--- config.mk ---
export PLATFORM = sky130hd
export DESIGN_NAME = fp16_to_fix
export DESIGN_NICKNAME = d
export VERILOG_FILES = /design/src/rtl/fp16_pkg.sv /design/src/rtl/fp16_fix_sat.sv /design/src/rtl/fp16_to_fix.sv
export SDC_FILE = /design/constraint.sdc
export NUM_CORES = 1
export LEC_CHECK = 0
export CAP_MARGIN = 20
export CORE_MARGIN = 2
export CORE_UTILIZATION = 50
export DETAILED_ROUTE_END_ITERATION = 10
export PLACE_DENSITY = 0.72
export SLEW_MARGIN = 20
export SYNTH_ARGS = -nofsm -noshare
export SYNTH_HDL_FRONTEND = slang
export SYNTH_SLANG_ARGS = --single-unit
export TNS_END_PERCENT = 20
--- constraint.sdc ---
create_clock -name clk -period 6.2 [get_ports clk]
set_input_delay 1.24 -clock clk [delete_from_list [all_inputs] [get_ports clk]]
set_output_delay 1.24 -clock clk [all_outputs]
set_load 0.005 [all_outputs]
--- src/rtl/fp16_pkg.sv ---
// rtl/fp16_pkg.sv - shared float16 field layout, constants and converter FSM states
package fp16_pkg;

    localparam int FP16_EXP_W      = 5;
    localparam int FP16_MANT_W     = 10;
    localparam int FP16_BIAS       = 15;
    localparam int FP16_RSHIFT_CAP = 12;

    typedef enum logic [1:0] {
        IDLE,
        SHIFT,
        FIN,
        DONE
    } fsm_state_t;

    typedef struct packed {
        logic                   sign;
        logic [FP16_EXP_W-1:0]  exp;
        logic [FP16_MANT_W-1:0] mant;
    } fp16_t;

endpackage

--- src/rtl/fp16_fix_sat.sv ---
// rtl/fp16_fix_sat.sv - combinational round, saturate and negate stage for the fixed-point result
module fp16_fix_sat #(
    parameter int OUT_W = 16
) (
    input  logic [OUT_W-1:0] mag,
    input  logic             g,
    input  logic             ovf,
    input  logic             s,
    output logic [OUT_W-1:0] out_data,
    output logic             out_sat
);

    logic [OUT_W:0] mag_r;
    logic [OUT_W:0] lim;

    always_comb begin
        // One extra bit so rounding an all-ones magnitude still trips the limit
        mag_r = {1'b0, mag} + {{OUT_W{1'b0}}, g & ~ovf};
        lim   = {2'b00, {(OUT_W-1){1'b1}}} + {{OUT_W{1'b0}}, s};
        if (ovf || (mag_r > lim)) begin
            out_data = s ? {1'b1, {(OUT_W-1){1'b0}}} : {1'b0, {(OUT_W-1){1'b1}}};
            out_sat  = 1'b1;
        end else begin
            out_data = s ? -mag_r[OUT_W-1:0] : mag_r[OUT_W-1:0];
            out_sat  = 1'b0;
        end
    end

endmodule

--- src/rtl/fp16_to_fix.sv ---
// rtl/fp16_to_fix.sv - bit-serial float16 to signed fixed-point converter; FP2FIX_ROUND_EN selects round-half-away
module fp16_to_fix
    import fp16_pkg::*;
#(
    parameter int OUT_W  = 16,
    parameter int FRAC_W = 8
) (
    input  logic             clk,
    input  logic             rst,
    input  logic             in_valid,
    input  logic [15:0]      in_data,
    output logic             in_ready,
    output logic             out_valid,
    output logic [OUT_W-1:0] out_data,
    output logic             out_sat,
    input  logic             out_ready
);

    fsm_state_t state, state_n;

    fp16_t             op;
    logic signed [6:0] k;
    logic [6:0]        neg_k;
    logic [6:0]        n_load;
    logic              special;
    logic              accept;

    logic [6:0]        cnt;
    logic [OUT_W-1:0]  mag;
    logic              ovf;
    logic              sgn;
    logic              left;
    logic              g;

    logic [OUT_W-1:0]  sat_data;
    logic              sat_flag;

    assign op       = in_data;
    assign in_ready = (state == IDLE) && !rst;
    assign accept   = in_valid && in_ready;
    assign out_valid = (state == DONE);
    assign special  = (op.exp == '0) || (op.exp == '1);

    always_comb begin
        k      = $signed({2'b00, op.exp} + 7'(FRAC_W) - 7'(FP16_BIAS + FP16_MANT_W));
        neg_k  = -k;
        n_load = 7'd0;
        if (k[6]) begin
            n_load = (neg_k > 7'(FP16_RSHIFT_CAP)) ? 7'(FP16_RSHIFT_CAP) : neg_k;
        end else begin
            n_load = k;
        end
    end

    always_comb begin
        state_n = state;
        case (state)
            IDLE:    if (accept) state_n = (special || n_load == 7'd0) ? FIN : SHIFT;
            SHIFT:   if ((left && mag[OUT_W-1]) || cnt == 7'd1) state_n = FIN;
            FIN:     state_n = DONE;
            DONE:    if (out_ready) state_n = IDLE;
            default: state_n = IDLE;
        endcase
    end

    always_ff @(posedge clk or posedge rst) begin
        if (rst) begin
            state    <= IDLE;
            cnt      <= 7'd0;
            mag      <= '0;
            ovf      <= 1'b0;
            sgn      <= 1'b0;
            left     <= 1'b0;
            out_data <= '0;
            out_sat  <= 1'b0;
        end else begin
            state <= state_n;
            case (state)
                IDLE: begin
                    if (accept) begin
                        sgn  <= op.sign;
                        left <= ~k[6];
                        cnt  <= n_load;
                        // e==31 saturates via ovf; e==0 flushes by loading a zero magnitude
                        ovf  <= (op.exp == '1);
                        mag  <= (op.exp == '0) ? '0 : {{(OUT_W-11){1'b0}}, 1'b1, op.mant};
                    end
                end
                SHIFT: begin
                    cnt <= cnt - 7'd1;
                    if (left) begin
                        if (mag[OUT_W-1]) ovf <= 1'b1;
                        else              mag <= mag << 1;
                    end else begin
                        mag <= mag >> 1;
                    end
                end
                FIN: begin
                    out_data <= sat_data;
                    out_sat  <= sat_flag;
                end
                default: ;
            endcase
        end
    end

`ifdef FP2FIX_ROUND_EN
    always_ff @(posedge clk or posedge rst) begin
        if (rst) begin
            g <= 1'b0;
        end else if (state == IDLE && accept) begin
            g <= 1'b0;
        end else if (state == SHIFT && !left) begin
            g <= mag[0];
        end
    end
`else
    assign g = 1'b0;
`endif

    fp16_fix_sat #(
        .OUT_W (OUT_W)
    ) u_sat (
        .mag      (mag),
        .g        (g),
        .ovf      (ovf),
        .s        (sgn),
        .out_data (sat_data),
        .out_sat  (sat_flag)
    );

endmodule

==> summary.md, run 1 <==
| Metric | Value |
|---|---|
| Post-synth ARST share | 100.0% |
| Core ar. | 6681 µm² |
| Synth warnings | 0 |
| Commonest non-fill, non-tap cell in the layout | nand2_1 |
| # nets final | 486 |
| Netlist cell types | 60 |
| Synth Instances | 409 |
| Clock Tree Root | clkbuf_8 |
| Final Max Tran Viols | 0 |
| Final setup fails | 0 |
| Crit path cell chain | clkdlybuf4s50_1 > inv_1 > ha_1 > xnor2_1 > and3_1 > a41o_1 > o21ai_2 > nand3b_1 > a211o_1 > o21a_1 |
| Vias in the first global route | 2766 |
| Routed WL per cell | 15.17 µm |
| # H-tree levels | 2 |
| # rows | 30 |
| Reg2Reg Depth | 9 |
| Clock Sinks | 45 |
| Core Util, Final | 58.63% |
| Max-Cap Viols | 0 |
| RSZ-0062 raised after global routing | no |
| CTS tree | yes |
| Commonest non-fill, non-tap cells in the layout | 57 x nand2_1, 45 x dfrtp_1, 42 x a21oi_1, 38 x clkdlybuf4s50_1, 31 x ha_1 |
| CP required | 6390 ps |
| Worst VDD drop | 239.6 µV |
| Initial antenna violation count | 0 |
| Hold buffers post-CTS | 0 |
| Area grow syn2layout | 15.15% |
| Setup slack, reg-to-reg | 2900 ps |
| Antenna Nets Post-Route | 0 |
| Hold path depth | 1 |
| Clk buf depth | 2 |
| Leakage | 1.658 nW |
| First-pass DRT Iterations | 5 |
| Least-Margin Pin Slew | 969.1 ps |
| Post-CTS setup buffer count | 0 |
| Tightest Hold Check Type | reg2reg |
| Slew HR | 35.39% |
| Vias per inst | 6.153 |
| Pwr/cell area | 473.8 nW/µm² |
| Synthesized area per cell | 8.318 µm² |
| Final min period | 3842 ps |
| Final setup TNS | 0 ps |
| Crit start category | input port |
| Grt ovf | 0 |
| WHS | 490.1 ps |
| Detailed Route WL | 7829 µm |
| Flops & latches, synth | 45 |
| Max FO, Critical Path | 12 |
| First-pass GRT wire length | 12990 µm |
| Remaining DRCs | 0 |
| Die H | 86.49 µm |
| Post-synth EDFFs | 0 |
| Die width | 86.49 µm |
| Num CTS Buffers | 5 |
| Dpl hpwl | 5768 µm |
| Layout cells sized above 1 | 5.275% |
| Pin count of the biggest net entering global routing | 46 |
| Vias | 3175 |
| Final hold viol count | 0 |
| Post-synthesis sequential area ratio | 33.10% |
| Fillers | 622 |
| Period utilization | 61.97% |
| Latest clock arrival within the worst-skew pair | 290 ps |
| Port buffer count | 38 |
| Initial Utilization | 50.92% |
| Status | finished clean |
| CP max stage delay | 710 ps |
| Die ar. | 7480 µm² |
| Critical Path End Type | register |
| Design Power | 1.856 mW |
| All-layer global routing usage | 21.14% |
| Initial drt markers | 172 |
| Ports | 39 |
| Cell Area, Synth | 3402 µm² |
| WP data arrival | 4030 ps |
| Slowest-stage cell, CP | clkdlybuf4s50_1 |
| Worst Skew | 10.73 ps |
| Routability Congestion | 0.8819 |
| Crit Path Category | in2reg |
| Clk slew on worst S/H paths | 90 ps |
| Number of diodes | 0 |
| Mapped Nets | 460 |
| Most common flop cell mapped by yosys | dfrtp_1 |
| Fmax | 0.2603 GHz |
| PostCTS Resize Cnt | 0 |
## sequential cells by signal, summed over array words and instances, names as in the netlist
name / flops
ovf: 1
cnt: 7
out_sat: 1
out_data: 16
state: 2
sgn: 1
mag: 16
left: 1
## kinds of logic (layout without fill, tap and decap cells)
family                     Yosys count  after routing  share of synthesized area [%]
AOI/OAI and AO/OA                  147            147                          28.98
and+or+nand+nor                    132            132                          18.28
DFF                                 45             45                          33.10
buffers and inverters               44             71                          5.112
adders and majority gates           31             31                          11.40
muxes                                7              7                          2.133
xor gates and xnor gates             3              3                         0.9932
## path summary, 6_finish.rpt
check	start	endpoint
setup / recovery	in_data[10]	state[0]$_DFFE_PP0P_
max in group asynchronous	rst	mag[3]$_DFFE_PP0P_
setup reg to reg	sgn$_DFFE_PP0P_	out_data[3]$_DFFE_PP0P_
hold reg to reg	out_data[1]$_DFFE_PP0P_	out_data[1]$_DFFE_PP0P_
min in group asynchronous	rst	mag[14]$_DFFE_PP0P_
hold / removal	out_data[1]$_DFFE_PP0P_	out_data[1]$_DFFE_PP0P_
## layout make-up
type / instances / area [µm²] / share of cell area (%)
inverters: 22 / 82.58 / 2.108
clock buffers: 7 / 96.34 / 2.459
repair buffers: 41 / 402.9 / 10.28
clock inverters: 1 / 5.005 / 0.1278
flip-flops and latches: 45 / 1126 / 28.74
multi-input cells: 320 / 2105 / 53.72
well taps: 80 / 100.1 / 2.555
## metrics by stage
stage	area, µm²	worst slack (ps)	std cells
final	3918	2358	516
after global routing	3918	2171	516
after global placement	3814	2171	508
after floorplan	3402	2770	409
after detailed placement	3814	2068	508
after CTS	3915	2377	516
## per-layer routing
layer  vias up  share of wire [%]  global-route usage (%)
met1      1522                 48                   29.36
met5         -                  0                       0
met4         0               0.31                   2.841
met3         2                4.0                   3.333
met2        76                 48                   35.80
li1       1575                  -                       -
## critical path, delay by kind of cell
family	cells	cell delay, ps
XOR/XNOR	1	360
AO/OA/AOI/OAI	4	850
buffers and inverters	2	860
AND/OR/NAND/NOR	2	480
adder cells (fa/ha/maj)	1	250
## cell usage after synthesis, drive strengths merged, types with 4 or more instances
library cell,count,area (µm²)
a21oi,42,210.2
dfrtp,45,1126
a22oi,5,37.54
o31ai,6,45.04
a221oi,4,35.03
a211oi,5,37.54
mux2i,5,50.05
a21o,4,30.03
nand4,4,25.02
inv,21,78.83
o21ai,31,158.9
nor2,21,78.83
o22ai,6,37.54
a311oi,4,41.29
o2bb2ai,7,61.31
ha,31,387.9
nand3,19,95.09
nor3,6,30.03
nand2,57,214.0
a32o,8,80.08
nor2b,4,25.02
clkbuf,19,71.32
nand2b,5,31.28
## where the power goes
group	total (mW)	switching, mW	internal (mW)
registers	0.592	0.165	0.426
clock network	0.206	0.105	0.101
logic	1.06	0.579	0.479
No activity file was read; power rests on OpenSTA's default activity.
==> run 2, diff against run 1 <==
==> constraint.sdc (replaced) <==
create_clock -name clk -period 3.6 [get_ports clk]
set_input_delay 0.72 -clock clk [delete_from_list [all_inputs] [get_ports clk]]
set_output_delay 0.72 -clock clk [all_outputs]
set_load 0.005 [all_outputs]
==> summary.md, run 2 (synthesis results as in run 1) <==
| Metric | Value |
|---|---|
| Slew HR | 58.19% |
| Commonest non-fill, non-tap cell in the layout | nand2_1 |
| Vias per inst | 6.130 |
| Pwr/cell area | 832.5 nW/µm² |
| CP required | 3850 ps |
| # nets final | 494 |
| Initial Utilization | 50.92% |
| Number of diodes | 0 |
| PostCTS Resize Cnt | 0 |
| Reg2reg start | sgn$_DFFE_PP0P_ |
| Tightest Hold Check Type | reg2reg |
| Critical path launch point | sgn$_DFFE_PP0P_ |
| Remaining DRCs | 0 |
| Pre-CTS WS | 216.1 ps |
| Final setup fails | 0 |
| WHS | 500.2 ps |
| Final Max Tran Viols | 0 |
| Slowest-stage cell, CP | dfrtp_1 |
| Clk buf depth | 2 |
| First-pass DRT Iterations | 5 |
| All-layer global routing usage | 23.43% |
| Die ar. | 7480 µm² |
| # H-tree levels | 2 |
| Critical Path End Type | register |
| Post-CTS setup buffer count | 0 |
| Initial drt markers | 188 |
| HP Start | out_data[4]$_DFFE_PP0P_ |
| Crit start category | register |
| Routed WL per cell | 15.92 µm |
| Area grow syn2layout | 17.25% |
| Final hold viol count | 0 |
| Crit path cell chain | ha_1 > nand4_1 > nor4_1 > a21oi_1 > nand2b_1 > a21oi_1 > a32o_1 |
| Final Non-Filler Cells | 524 |
| Crit Path Category | reg2reg |
| Setup slack, reg-to-reg | 510 ps |
| Clk slew on worst S/H paths | 90 ps |
| Die H | 86.49 µm |
| Hold buffers post-CTS | 0 |
| WP data arrival | 3340 ps |
| Fin worst setup slack | 505.6 ps |
| Layout cells sized above 1 | 6.757% |
| Leakage | 1.693 nW |
| Clock Sinks | 45 |
| Ports | 39 |
| Largest delay share family, worst path | compound AO/OA/AOI/OAI gates |
| Least-Margin Pin Slew | 627.2 ps |
| Worst Skew | 4.033 ps |
| Vias in the first global route | 3045 |
| Fillers | 631 |
| Pin count of the biggest net entering global routing | 31 |
| WP buf/inv | 0 |
| Num CTS Buffers | 5 |
| Final min period | 3094 ps |
| RSZ-0062 raised after global routing | no |
| CTS tree | yes |
| Port buffer count | 38 |
| Core ar. | 6681 µm² |
| Detailed Route WL | 8341 µm |
| Die width | 86.49 µm |
| Fmax | 0.3232 GHz |
| Final setup TNS | 0 ps |
| Placed cell count | 516 |
| Finished Cell Area | 3989 µm² |
| Period utilization | 85.96% |
| Status | finished clean |
| Dpl hpwl | 6239 µm |
| First-pass GRT wire length | 14260 µm |
| Initial antenna violation count | 0 |
| Vias | 3212 |
| Antenna Nets Post-Route | 0 |
| Area after DPL | 3874 µm² |
| Clock Tree Root | clkbuf_8 |
| Worst VDD drop | 340.4 µV |
| # rows | 30 |
| Max FO, Critical Path | 17 |
| Latest clock arrival within the worst-skew pair | 310 ps |
| Largest regs | mag x16, out_data x16, cnt x7 |
| CP max stage delay | 630 ps |
| Commonest non-fill, non-tap cells in the layout | 57 x nand2_1, 45 x dfrtp_1, 42 x a21oi_1, 38 x clkdlybuf4s50_1, 31 x ha_1 |
| Routability Congestion | 0.8470 |
| Max-Cap Viols | 0 |
| Grt ovf | 0 |
| CP dominant cell by count | a21oi_1 |
==> run 2: layout make-up <==
cell class              instances  area [µm²]  area share [%]
inverters                      22       82.58           2.070
multi-input cells             320        2102           52.70
repair buffers                 49       462.9           11.61
flip-flops and latches         45        1126           28.23
clock buffers                   5       68.82           1.725
well taps                      80       100.1           2.509
clock inverters                 3       46.29           1.161
==> run 2: final timing paths <==
path,end,cells after the start
max,out_data[14]$_DFFE_PP0P_,7
min,out_data[4]$_DFFE_PP0P_,1
max reg2reg,out_data[14]$_DFFE_PP0P_,7
min reg2reg,out_data[4]$_DFFE_PP0P_,1
max in group asynchronous,mag[6]$_DFFE_PP0P_,3
min in group asynchronous,sgn$_DFFE_PP0P_,2
==> run 2: report_power, final <==
group | leakage, nW | internal [mW] | switching [mW]
Combinational | 1.09 | 0.867 | 1.06
Clock | 0.0543 | 0.208 | 0.189
Sequential | 0.551 | 0.735 | 0.258
==> run 2: metal layers <==
| metal | wire length [µm] | track usage [%] | vias to the layer above |
|---|---|---|---|
| met5 | 0 | 0 | - |
| li1 | - | - | 1589 |
| met1 | 3908 | 31.14 | 1530 |
| met2 | 3965 | 39.23 | 70 |
| met3 | 269 | 3.714 | 23 |
| met4 | 198 | 7.386 | 0 |
==> run 2: stage by stage <==
stage | total power [mW] | utilization [%]
floorplan | 2.275 | -
global placement | 2.841 | 57.98
detailed placement | 2.916 | 57.98
CTS | 3.317 | 59.70
global route | 3.643 | 59.70
finish | 3.321 | 59.70
==> run 3, diff against run 2 <==
--- a/config.mk
+++ b/config.mk
@@ -8,6 +8,7 @@
 export CAP_MARGIN = 20
 export CORE_MARGIN = 2
 export CORE_UTILIZATION = 50
+export CTS_CLUSTER_DIAMETER = 120
 export DETAILED_ROUTE_END_ITERATION = 10
 export PLACE_DENSITY = 0.72
 export SLEW_MARGIN = 20
==> results of run 3 <==
The final DEF is identical to that of run 2; final timing and power are the same.
